--- config.mk ---
export PLATFORM = sky130hd
export DESIGN_NAME = dsp_macc_pipe
export DESIGN_NICKNAME = d
export VERILOG_FILES = /design/src/rtl/dsp_macc_pkg.sv /design/src/rtl/dsp_macc_pipe_stage.sv /design/src/rtl/dsp_macc_pipe.sv
export SDC_FILE = /design/constraint.sdc
export NUM_CORES = 2
export LEC_CHECK = 0
export BUFFER_PORTS_ARGS = -buffer_cell sky130_fd_sc_hd__buf_2
export CAP_MARGIN = 20
export CORE_MARGIN = 8
export CORE_UTILIZATION = 50
export CTS_BUF_LIST = sky130_fd_sc_hd__clkbuf_2 sky130_fd_sc_hd__clkbuf_4 sky130_fd_sc_hd__clkbuf_8
export CTS_CLUSTER_DIAMETER = 150
export DETAILED_ROUTE_END_ITERATION = 12
export GPL_ROUTABILITY_DRIVEN = 1
export HOLD_SLACK_MARGIN = 0.05
export PLACE_DENSITY = 0.67
export RECOVER_POWER = 25
export SETUP_SLACK_MARGIN = 0.02
export SYNTH_ARGS = -nofsm -noshare
export SYNTH_HDL_FRONTEND = slang
export SYNTH_HIERARCHICAL = 1
export SYNTH_SLANG_ARGS = --single-unit
--- constraint.sdc ---
create_clock -name CLK -period 9.75 [get_ports CLK]
set_input_delay 0.975 -clock CLK [delete_from_list [all_inputs] [get_ports CLK]]
set_output_delay 0.975 -clock CLK [all_outputs]
set_load 0.02 [all_outputs]
--- src/rtl/dsp_macc_pkg.sv ---
// Shared defaults and legal ranges for the pipelined multiply-accumulate.
// Imported by the MAC top and its product pipeline stage.
package dsp_macc_pkg;

  localparam int DEF_A_WIDTH  = 18;
  localparam int DEF_B_WIDTH  = 18;
  localparam int DEF_P_WIDTH  = 48;
  localparam int DEF_M_STAGES = 2;
  localparam int DEF_ACC_LEN  = 4;
  localparam int DEF_SATURATE = 1;

  localparam int M_STAGES_MIN = 1;
  localparam int M_STAGES_MAX = 4;
  localparam int ACC_LEN_MIN  = 1;
  localparam int ACC_LEN_MAX  = 65535;
  localparam int CNT_WIDTH    = 16;

  function automatic bit in_range(int v, int lo, int hi);
    return (v >= lo) && (v <= hi);
  endfunction

endpackage

--- src/rtl/dsp_macc_pipe_stage.sv ---
// One register slice of the product pipeline: data plus valid,
// advancing only on CE, valid cleared by synchronous reset.
module pipe_stage #(
  parameter int WIDTH = 1
) (
  input  logic             clk_i,
  input  logic             rst_i,
  input  logic             ce_i,
  input  logic             valid_i,
  input  logic [WIDTH-1:0] data_i,
  output logic             valid_o,
  output logic [WIDTH-1:0] data_o
);

  logic             valid_q;
  logic [WIDTH-1:0] data_q;

  always_ff @(posedge clk_i) begin
    if (rst_i) begin
      valid_q <= 1'b0;
    end else if (ce_i) begin
      valid_q <= valid_i;
      data_q  <= data_i;
    end
  end

  assign valid_o = valid_q;
  assign data_o  = data_q;

endmodule

--- src/rtl/dsp_macc_pipe.sv ---
// Pre-add, multiply and frame accumulate with optional saturation.
// Result is published on P with a one-cycle P_VALID strobe per frame.
module dsp_macc_pipe
  import dsp_macc_pkg::*;
#(
  parameter int A_WIDTH  = DEF_A_WIDTH,
  parameter int B_WIDTH  = DEF_B_WIDTH,
  parameter int P_WIDTH  = DEF_P_WIDTH,
  parameter int M_STAGES = DEF_M_STAGES,
  parameter int ACC_LEN  = DEF_ACC_LEN,
  parameter int SATURATE = DEF_SATURATE
) (
  input  logic                 CLK,
  input  logic                 RST,
  input  logic                 CE,
  input  logic                 IN_VALID,
  input  logic                 IN_LAST,
  input  logic [A_WIDTH-1:0]   A,
  input  logic [B_WIDTH-1:0]   B,
  input  logic [B_WIDTH-1:0]   D,
  input  logic [P_WIDTH-1:0]   C,
  input  logic                 PREADD_EN,
  input  logic                 SUB,
  input  logic                 LOAD_C,
  output logic [P_WIDTH-1:0]   P,
  output logic                 P_VALID,
  output logic                 P_OVF,
  output logic [CNT_WIDTH-1:0] CNT
);

  localparam int PA_W = B_WIDTH + 1;
  localparam int PR_W = A_WIDTH + B_WIDTH + 1;
  localparam int PL_W = PR_W + P_WIDTH + 3;
  localparam logic [CNT_WIDTH-1:0] LAST_CNT = CNT_WIDTH'(ACC_LEN - 1);
  localparam logic signed [P_WIDTH-1:0] SAT_MAX =
    {1'b0, {(P_WIDTH-1){1'b1}}};
  localparam logic signed [P_WIDTH-1:0] SAT_MIN =
    {1'b1, {(P_WIDTH-1){1'b0}}};

  if (P_WIDTH < PR_W) begin : g_bad_pw
    $error("P_WIDTH too narrow for the product");
  end
  if (!in_range(M_STAGES, M_STAGES_MIN, M_STAGES_MAX)) begin : g_bad_ms
    $error("M_STAGES out of range");
  end
  if (!in_range(ACC_LEN, ACC_LEN_MIN, ACC_LEN_MAX)) begin : g_bad_al
    $error("ACC_LEN out of range");
  end

  logic                      s0_v_q;
  logic                      s0_last_q;
  logic                      s0_pre_q;
  logic                      s0_sub_q;
  logic                      s0_ldc_q;
  logic signed [A_WIDTH-1:0] s0_a_q;
  logic signed [B_WIDTH-1:0] s0_b_q;
  logic signed [B_WIDTH-1:0] s0_d_q;
  logic signed [P_WIDTH-1:0] s0_c_q;

  always_ff @(posedge CLK) begin
    if (RST) begin
      s0_v_q <= 1'b0;
    end else if (CE) begin
      s0_v_q    <= IN_VALID;
      s0_last_q <= IN_LAST;
      s0_pre_q  <= PREADD_EN;
      s0_sub_q  <= SUB;
      s0_ldc_q  <= LOAD_C;
      s0_a_q    <= A;
      s0_b_q    <= B;
      s0_d_q    <= D;
      s0_c_q    <= C;
    end
  end

  logic signed [PA_W-1:0] pre;
  logic signed [PR_W-1:0] prod;

  assign pre  = s0_pre_q ? PA_W'(s0_d_q) + PA_W'(s0_b_q)
                         : PA_W'(s0_b_q);
  assign prod = PR_W'(s0_a_q) * PR_W'(pre);

  // Product and its controls travel together so a stall never splits them.
  logic [M_STAGES:0][PL_W-1:0] pl_d;
  logic [M_STAGES:0]           pl_v;

  assign pl_d[0] = {prod, s0_c_q, s0_last_q, s0_sub_q, s0_ldc_q};
  assign pl_v[0] = s0_v_q;

  for (genvar i = 0; i < M_STAGES; i++) begin : g_pipe
    pipe_stage #(
      .WIDTH(PL_W)
    ) u_stage (
      .clk_i  (CLK),
      .rst_i  (RST),
      .ce_i   (CE),
      .valid_i(pl_v[i]),
      .data_i (pl_d[i]),
      .valid_o(pl_v[i+1]),
      .data_o (pl_d[i+1])
    );
  end

  logic signed [PR_W-1:0]    m_prod;
  logic signed [P_WIDTH-1:0] m_c;
  logic                      m_last;
  logic                      m_sub;
  logic                      m_ldc;
  logic                      m_v;

  assign {m_prod, m_c, m_last, m_sub, m_ldc} = pl_d[M_STAGES];
  assign m_v = pl_v[M_STAGES];

  logic signed [P_WIDTH-1:0] acc_q, acc_d;
  logic signed [P_WIDTH-1:0] p_q, p_d;
  logic [CNT_WIDTH-1:0]      cnt_q, cnt_d;
  logic                      sticky_q, sticky_d;
  logic                      povf_q, povf_d;
  logic                      pvalid_q, pvalid_d;

  logic signed [P_WIDTH:0]   base;
  logic signed [P_WIDTH:0]   term;
  logic signed [P_WIDTH:0]   sum;
  logic signed [P_WIDTH-1:0] res;
  logic                      ovf;
  logic                      fin;

  always_comb begin
    if (cnt_q == '0) begin
      base = m_ldc ? (P_WIDTH+1)'(m_c) : '0;
    end else begin
      base = (P_WIDTH+1)'(acc_q);
    end
    term = (P_WIDTH+1)'(m_prod);
    sum  = m_sub ? base - term : base + term;
    // One guard bit: overflow when it disagrees with the result sign.
    ovf  = sum[P_WIDTH] ^ sum[P_WIDTH-1];
    res  = sum[P_WIDTH-1:0];
    if (ovf && (SATURATE != 0)) begin
      res = sum[P_WIDTH] ? SAT_MIN : SAT_MAX;
    end
    fin  = m_last || (cnt_q == LAST_CNT);
  end

  always_comb begin
    acc_d    = acc_q;
    cnt_d    = cnt_q;
    sticky_d = sticky_q;
    p_d      = p_q;
    povf_d   = povf_q;
    pvalid_d = 1'b0;
    if (CE && m_v) begin
      acc_d = res;
      if (fin) begin
        cnt_d    = '0;
        sticky_d = 1'b0;
        p_d      = res;
        povf_d   = sticky_q | ovf;
        pvalid_d = 1'b1;
      end else begin
        cnt_d    = cnt_q + CNT_WIDTH'(1);
        sticky_d = sticky_q | ovf;
      end
    end
  end

  always_ff @(posedge CLK) begin
    if (RST) begin
      acc_q    <= '0;
      cnt_q    <= '0;
      sticky_q <= 1'b0;
      p_q      <= '0;
      povf_q   <= 1'b0;
      pvalid_q <= 1'b0;
    end else begin
      acc_q    <= acc_d;
      cnt_q    <= cnt_d;
      sticky_q <= sticky_d;
      p_q      <= p_d;
      povf_q   <= povf_d;
      pvalid_q <= pvalid_d;
    end
  end

  assign P       = p_q;
  assign P_VALID = pvalid_q;
  assign P_OVF   = povf_q;
  assign CNT     = cnt_q;

endmodule
# After elaboration in Yosys (flattened, before gate mapping)
# Cells that the tools add are included.
# classes
mux	9
reduce_logical	6
bitwise	4
n_mul	1
addsub	4
eq_ne	1
# op_table
cell	n
$mux 49	3
$mux 48	2
$add 49x37->49	1
$sub 49x37->49	1
$mul 18x19->37	1
$add 18x18->19	1
$mux 19	1
$add 16x1->16 const B	1
$eq 16x2->1 const B	1
$logic_not 16->1	1
$mux 16	1
$reduce_and 2->1	2
$mux 1	2
$not 1->1	2
$reduce_or 2->1	1
$logic_and 1x1->1	1
$logic_or 1x1->1	1
$or 1x1->1	1
$xor 1x1->1	1
# word_totals
out_inout_bits	66
reg_bits	400
in_bits	110
elab_cells	44

# Longest topological paths before layout
# logic_depth
word_depth	7
mapped_depth	37
mapped_depth_nobuf	36

# Hierarchy
# Netlist, hierarchy kept.
# by_module_without_submodules
mod	seq_area_each_um2	area_each_um2	cells_each	instances
dsp_macc_pipe	5505.3	25768.5	2837	1
pipe_stage	2662.6	2682.6	92	2

# Worst setup path after synthesis
# Ideal clock, no wire load.
# synth_timing
path_kind	reg2reg
from	reg s0_b_q[1]
to	reg g_pipe[0].u_stage.data_q[86] (data pin)
stages_incl_launch_ff	33
period_less_slack_ps	8493
slack_ps	1257
n_path_buf	0
t_arrival_ps	8236
required_ps	9492
setup_time_ps	258
cell_sequence	edfxtp_1 > ha_1 > a21o_1 > a21oi_2 > o21ai_1 > a211o_1 > a41oi_2 > o211ai_1 > and4_1 > or4_4 > a31oi_4 > nor2b_1 > fa_1 > fa_1 > inv_1 > fa_1 > fa_1 > inv_1 > fa_1 > inv_1 > fa_1 > inv_1 > ha_1 > and4_1 > and2_1 > and3_1 > a32o_1 > a31o_2 > a22o_1 > o41a_1 > a211o_1 > a21oi_1 > xnor2_1
# synth_rtl
element	line	text
from (decl)	dsp_macc_pipe.sv:56	logic signed [B_WIDTH-1:0] s0_b_q;
from (signal assigned)	dsp_macc_pipe.sv:70	s0_b_q <= B;
to (signal assigned)	dsp_macc_pipe_stage.sv:23	data_q <= data_i;
to (decl)	dsp_macc_pipe_stage.sv:16	logic [WIDTH-1:0] data_q;

==> results.json <==
{
  "ys_warn_count": 6,
  "viasPerCell": 5.34,
  "critPathMaxFanout": 17,
  "async_flop_share_pct": 0,
  "netlist_instances": 3021,
  "worst-r2r-cell-count": 33,
  "grt_pass1_wl_mm": 118,
  "dr.pass1.iters": 7,
  "syn_area_per_cell_um2": 10.3,
  "fin_cells": 4053,
  "grt_usage_pct": 20.6,
  "maxSlewHeadroom_pct": 27.8,
  "antenna_found_initial": 0,
  "cp-start-kind": "flip-flop",
  "timing.rr.end": "g_pipe[0].u_stage/data_o[87]$_DFFE_PP_",
  "synth.ff_latch_count": 400,
  "period_share_pct": 94.1,
  "routedWlPerCell_um": 17.7,
  "vias": 21600,
  "path_clk_slew_ns": 0.06,
  "detailed_place_hpwl_mm": 55.8,
  "overflow": 0,
  "wirelength_mm": 71.9,
  "boundaryPins": 176,
  "gp_congestion": 0.894,
  "dpl_cell_area_um2": 32700,
  "cp_slowest_cell": "fa_1",
  "yosys-top-cells-count": "inv_1, nand2_1, fa_1, edfxtp_1, nor2_1",
  "max_slew.worst_pin.slew_ns": 1.08,
  "finish.utilization_pct": 55.5,
  "status": "completed",
  "dr.first_iter.drc_count": 1221,
  "r2r_slack_ns": 0.57,
  "hp-start": "s0_c_q[37]$_DFFE_PP_",
  "numCtsBuffers": 69,
  "dieArea_um2": 70500,
  "synth-edff-count": 282,
  "rows": 91,
  "cts.sinks": 400,
  "drc": 0,
  "synth_top_area_cell": "edfxtp_1",
  "fin_area_um2": 34200,
  "min_period_ns": 9.18,
  "crit_type": "reg2reg",
  "synth_top_cells_by_area": "edfxtp_1, fa_1, dfxtp_1",
  "rsz0062_at_grt": "false",
  "yosysUniqueCellTypes": 90,
  "r2r_start": "s0_b_q[1]$_DFFE_PP_",
  "grt_max_degree": 95,
  "clock_latency_ns": 0.66,
  "ctsRootBufferMaster": "clkbuf_8",
  "dp_cells": 3929,
  "cap_viol_max_count": 0,
  "synth_top_area_share_pct": 27.2,
  "ys_seq_area_share_pct": 34.8,
  "ys_dominant_reg_cell": "edfxtp_1",
  "setup_violations": 0,
  "synth_area_um2": 31100,
  "critPathLaunch": "s0_b_q[1]$_DFFE_PP_",
  "slew_violations": 0,
  "syn_to_final_growth_pct": 9.80,
  "drive_above_1_share_pct": 12.4,
  "antenna_left": 0,
  "crit_path_max_incr_delay_ns": 0.51,
  "core-area_um2": 61600,
  "cts_tree": "done",
  "h-tree-depth": 3,
  "crit_path_end_kind": "flip-flop",
  "skew_ns": 0.0339,
  "final_hold_viol_count": 0,
  "crit_arrival_ns": 9.53,
  "crit_top_cell": "fa_1",
  "antenna_cells": 0,
  "portBuffers": 175,
  "synth_nets": 3637,
  "cp.required_ns": 10.11,
  "nNetsFinal": 3786,
  "grt_pass1_vias": 23300,
  "setup_tns_ns": 0,
  "hold_path_class": "reg2reg",
  "die_h_um": 266,
  "die_w_um": 266,
  "hold_buffers": 0,
  "initial_utilization_pct": 50.5,
  "cp-endpoint": "g_pipe[0].u_stage/data_o[87]$_DFFE_PP_",
  "cts.path.max_buffers": 3,
  "max_clock_freq_mhz": 109,
  "post-synth-top-count-cell": "inv_1"
}
==> how the worst min path moves through the flow <==
| stage | endpoint | slack (ns) | depth (start not counted) |
|---|---|---|---|
| 4_1_cts | g_pipe[1].u_stage/data_o[65]$_DFFE_PP_ | 0.40 | 0 |
| 5_1_grt | g_pipe[1].u_stage/data_o[65]$_DFFE_PP_ | 0.41 | 0 |
| 2_1_floorplan | g_pipe[0].u_stage/data_o[0]$_DFFE_PP_ | 0.40 | 0 |
| 3_5_place_dp | g_pipe[1].u_stage/data_o[51]$_DFFE_PP_ | 0.40 | 0 |
| 3_3_place_gp | g_pipe[1].u_stage/data_o[78]$_DFFE_PP_ | 0.40 | 0 |
| 6_report | g_pipe[0].u_stage/data_o[40]$_DFFE_PP_ | 0.40 | 0 |
==> what timing repair did <==
| item | 4_1_cts | 5_1_grt |
|---|---|---|
| endpoints found under the hold margin | 0 | 0 |
| setup buffers | 0 | 3 |
| setup endpoints to repair | 0 | 2 |
| gates resized for setup | 0 | 2 |
==> stage by stage <==
| step | setup WS [ns] | hold WS (ns) |
|---|---|---|
| floorplan | 1.26 | 0.400 |
| global placement | 0.669 | 0.402 |
| detailed placement | 0.485 | 0.405 |
| CTS | 0.411 | 0.399 |
| global route | 0.0514 | 0.413 |
| finish | 0.573 | 0.405 |
==> cell type report <==
cell class,count,area [um^2]
sequential,400,10800
clock inverter,24,194
timing repair buffer,202,1130
multi-input combinational,2070,18200
tap,837,1050
fill,5399,27400
inverter,427,1600
clock buffer,93,1150
==> registers in the layout, indices dropped and copies added, names as in the netlist <==
| register | cells |
|---|---|
| s0_ldc_q | 1 |
| s0_c_q | 48 |
| s0_a_q | 18 |
| CNT | 16 |
| P | 48 |
| g_pipe.u_stage/valid_o | 2 |
| s0_last_q | 1 |
| s0_sub_q | 1 |
| sticky_q | 1 |
| s0_d_q | 18 |
| s0_v_q | 1 |
| g_pipe.u_stage/data_o | 176 |
| P_OVF | 1 |
| s0_pre_q | 1 |
| s0_b_q | 18 |
| P_VALID | 1 |
| acc_q | 48 |
==> critical path, delay by kind of cell, from the launching register on <==
family                     cells  cell delay, ns
AOI/OAI and AO/OA             16            3.36
buffers and inverters          5            0.46
adders and majority gates      8            3.59
DFF                            1            0.39
xor gates and xnor gates       1            0.14
and+or+nand+nor                3            0.96
==> cells by family after synthesis <==
logic type,after synthesis,share of synthesized area (%)
AND/OR/NAND/NOR,872,13.6
buffers and inverters,551,6.84
flip-flops,400,34.8
adder cells (fa/ha/maj),514,28.9
AO/OA/AOI/OAI,515,11.0
XOR/XNOR,150,4.24
multiplexers,19,0.663
==> per-layer routing <==
| metal | vias up | share of wire (%) | global-route usage, % |
|---|---|---|---|
| li1 | 10200 | - | - |
| met1 | 10700 | 43 | 25.7 |
| met2 | 593 | 49 | 36.4 |
| met3 | 102 | 5.9 | 3.96 |
| met4 | 0 | 2.0 | 5.56 |
| met5 | - | 0 | 0 |
==> cells in the final DEF, fill, tap and decap left out, types with 15 or more instances in the layout <==
cell type and count:
nand2b_1 22, ha_1 164, o21a_1 16, inv_1 425, clkbuf_4 22, a22oi_1 15
nand2_1 346, and2_1 166, clkbuf_8 72, nand3_1 27, buf_4 24, a21o_1 54
nor3_1 21, nor2b_1 33, a211oi_1 52, and3_1 17, o21ai_0 120, buf_2 174
xnor2_1 110, xor2_1 39, nor2_1 173, a21oi_1 133, dfxtp_1 118, edfxtp_1 282
fa_1 342
Power is not shown: default switching activity piles up to over one toggle a cycle in this logic, so the estimate is an artifact.
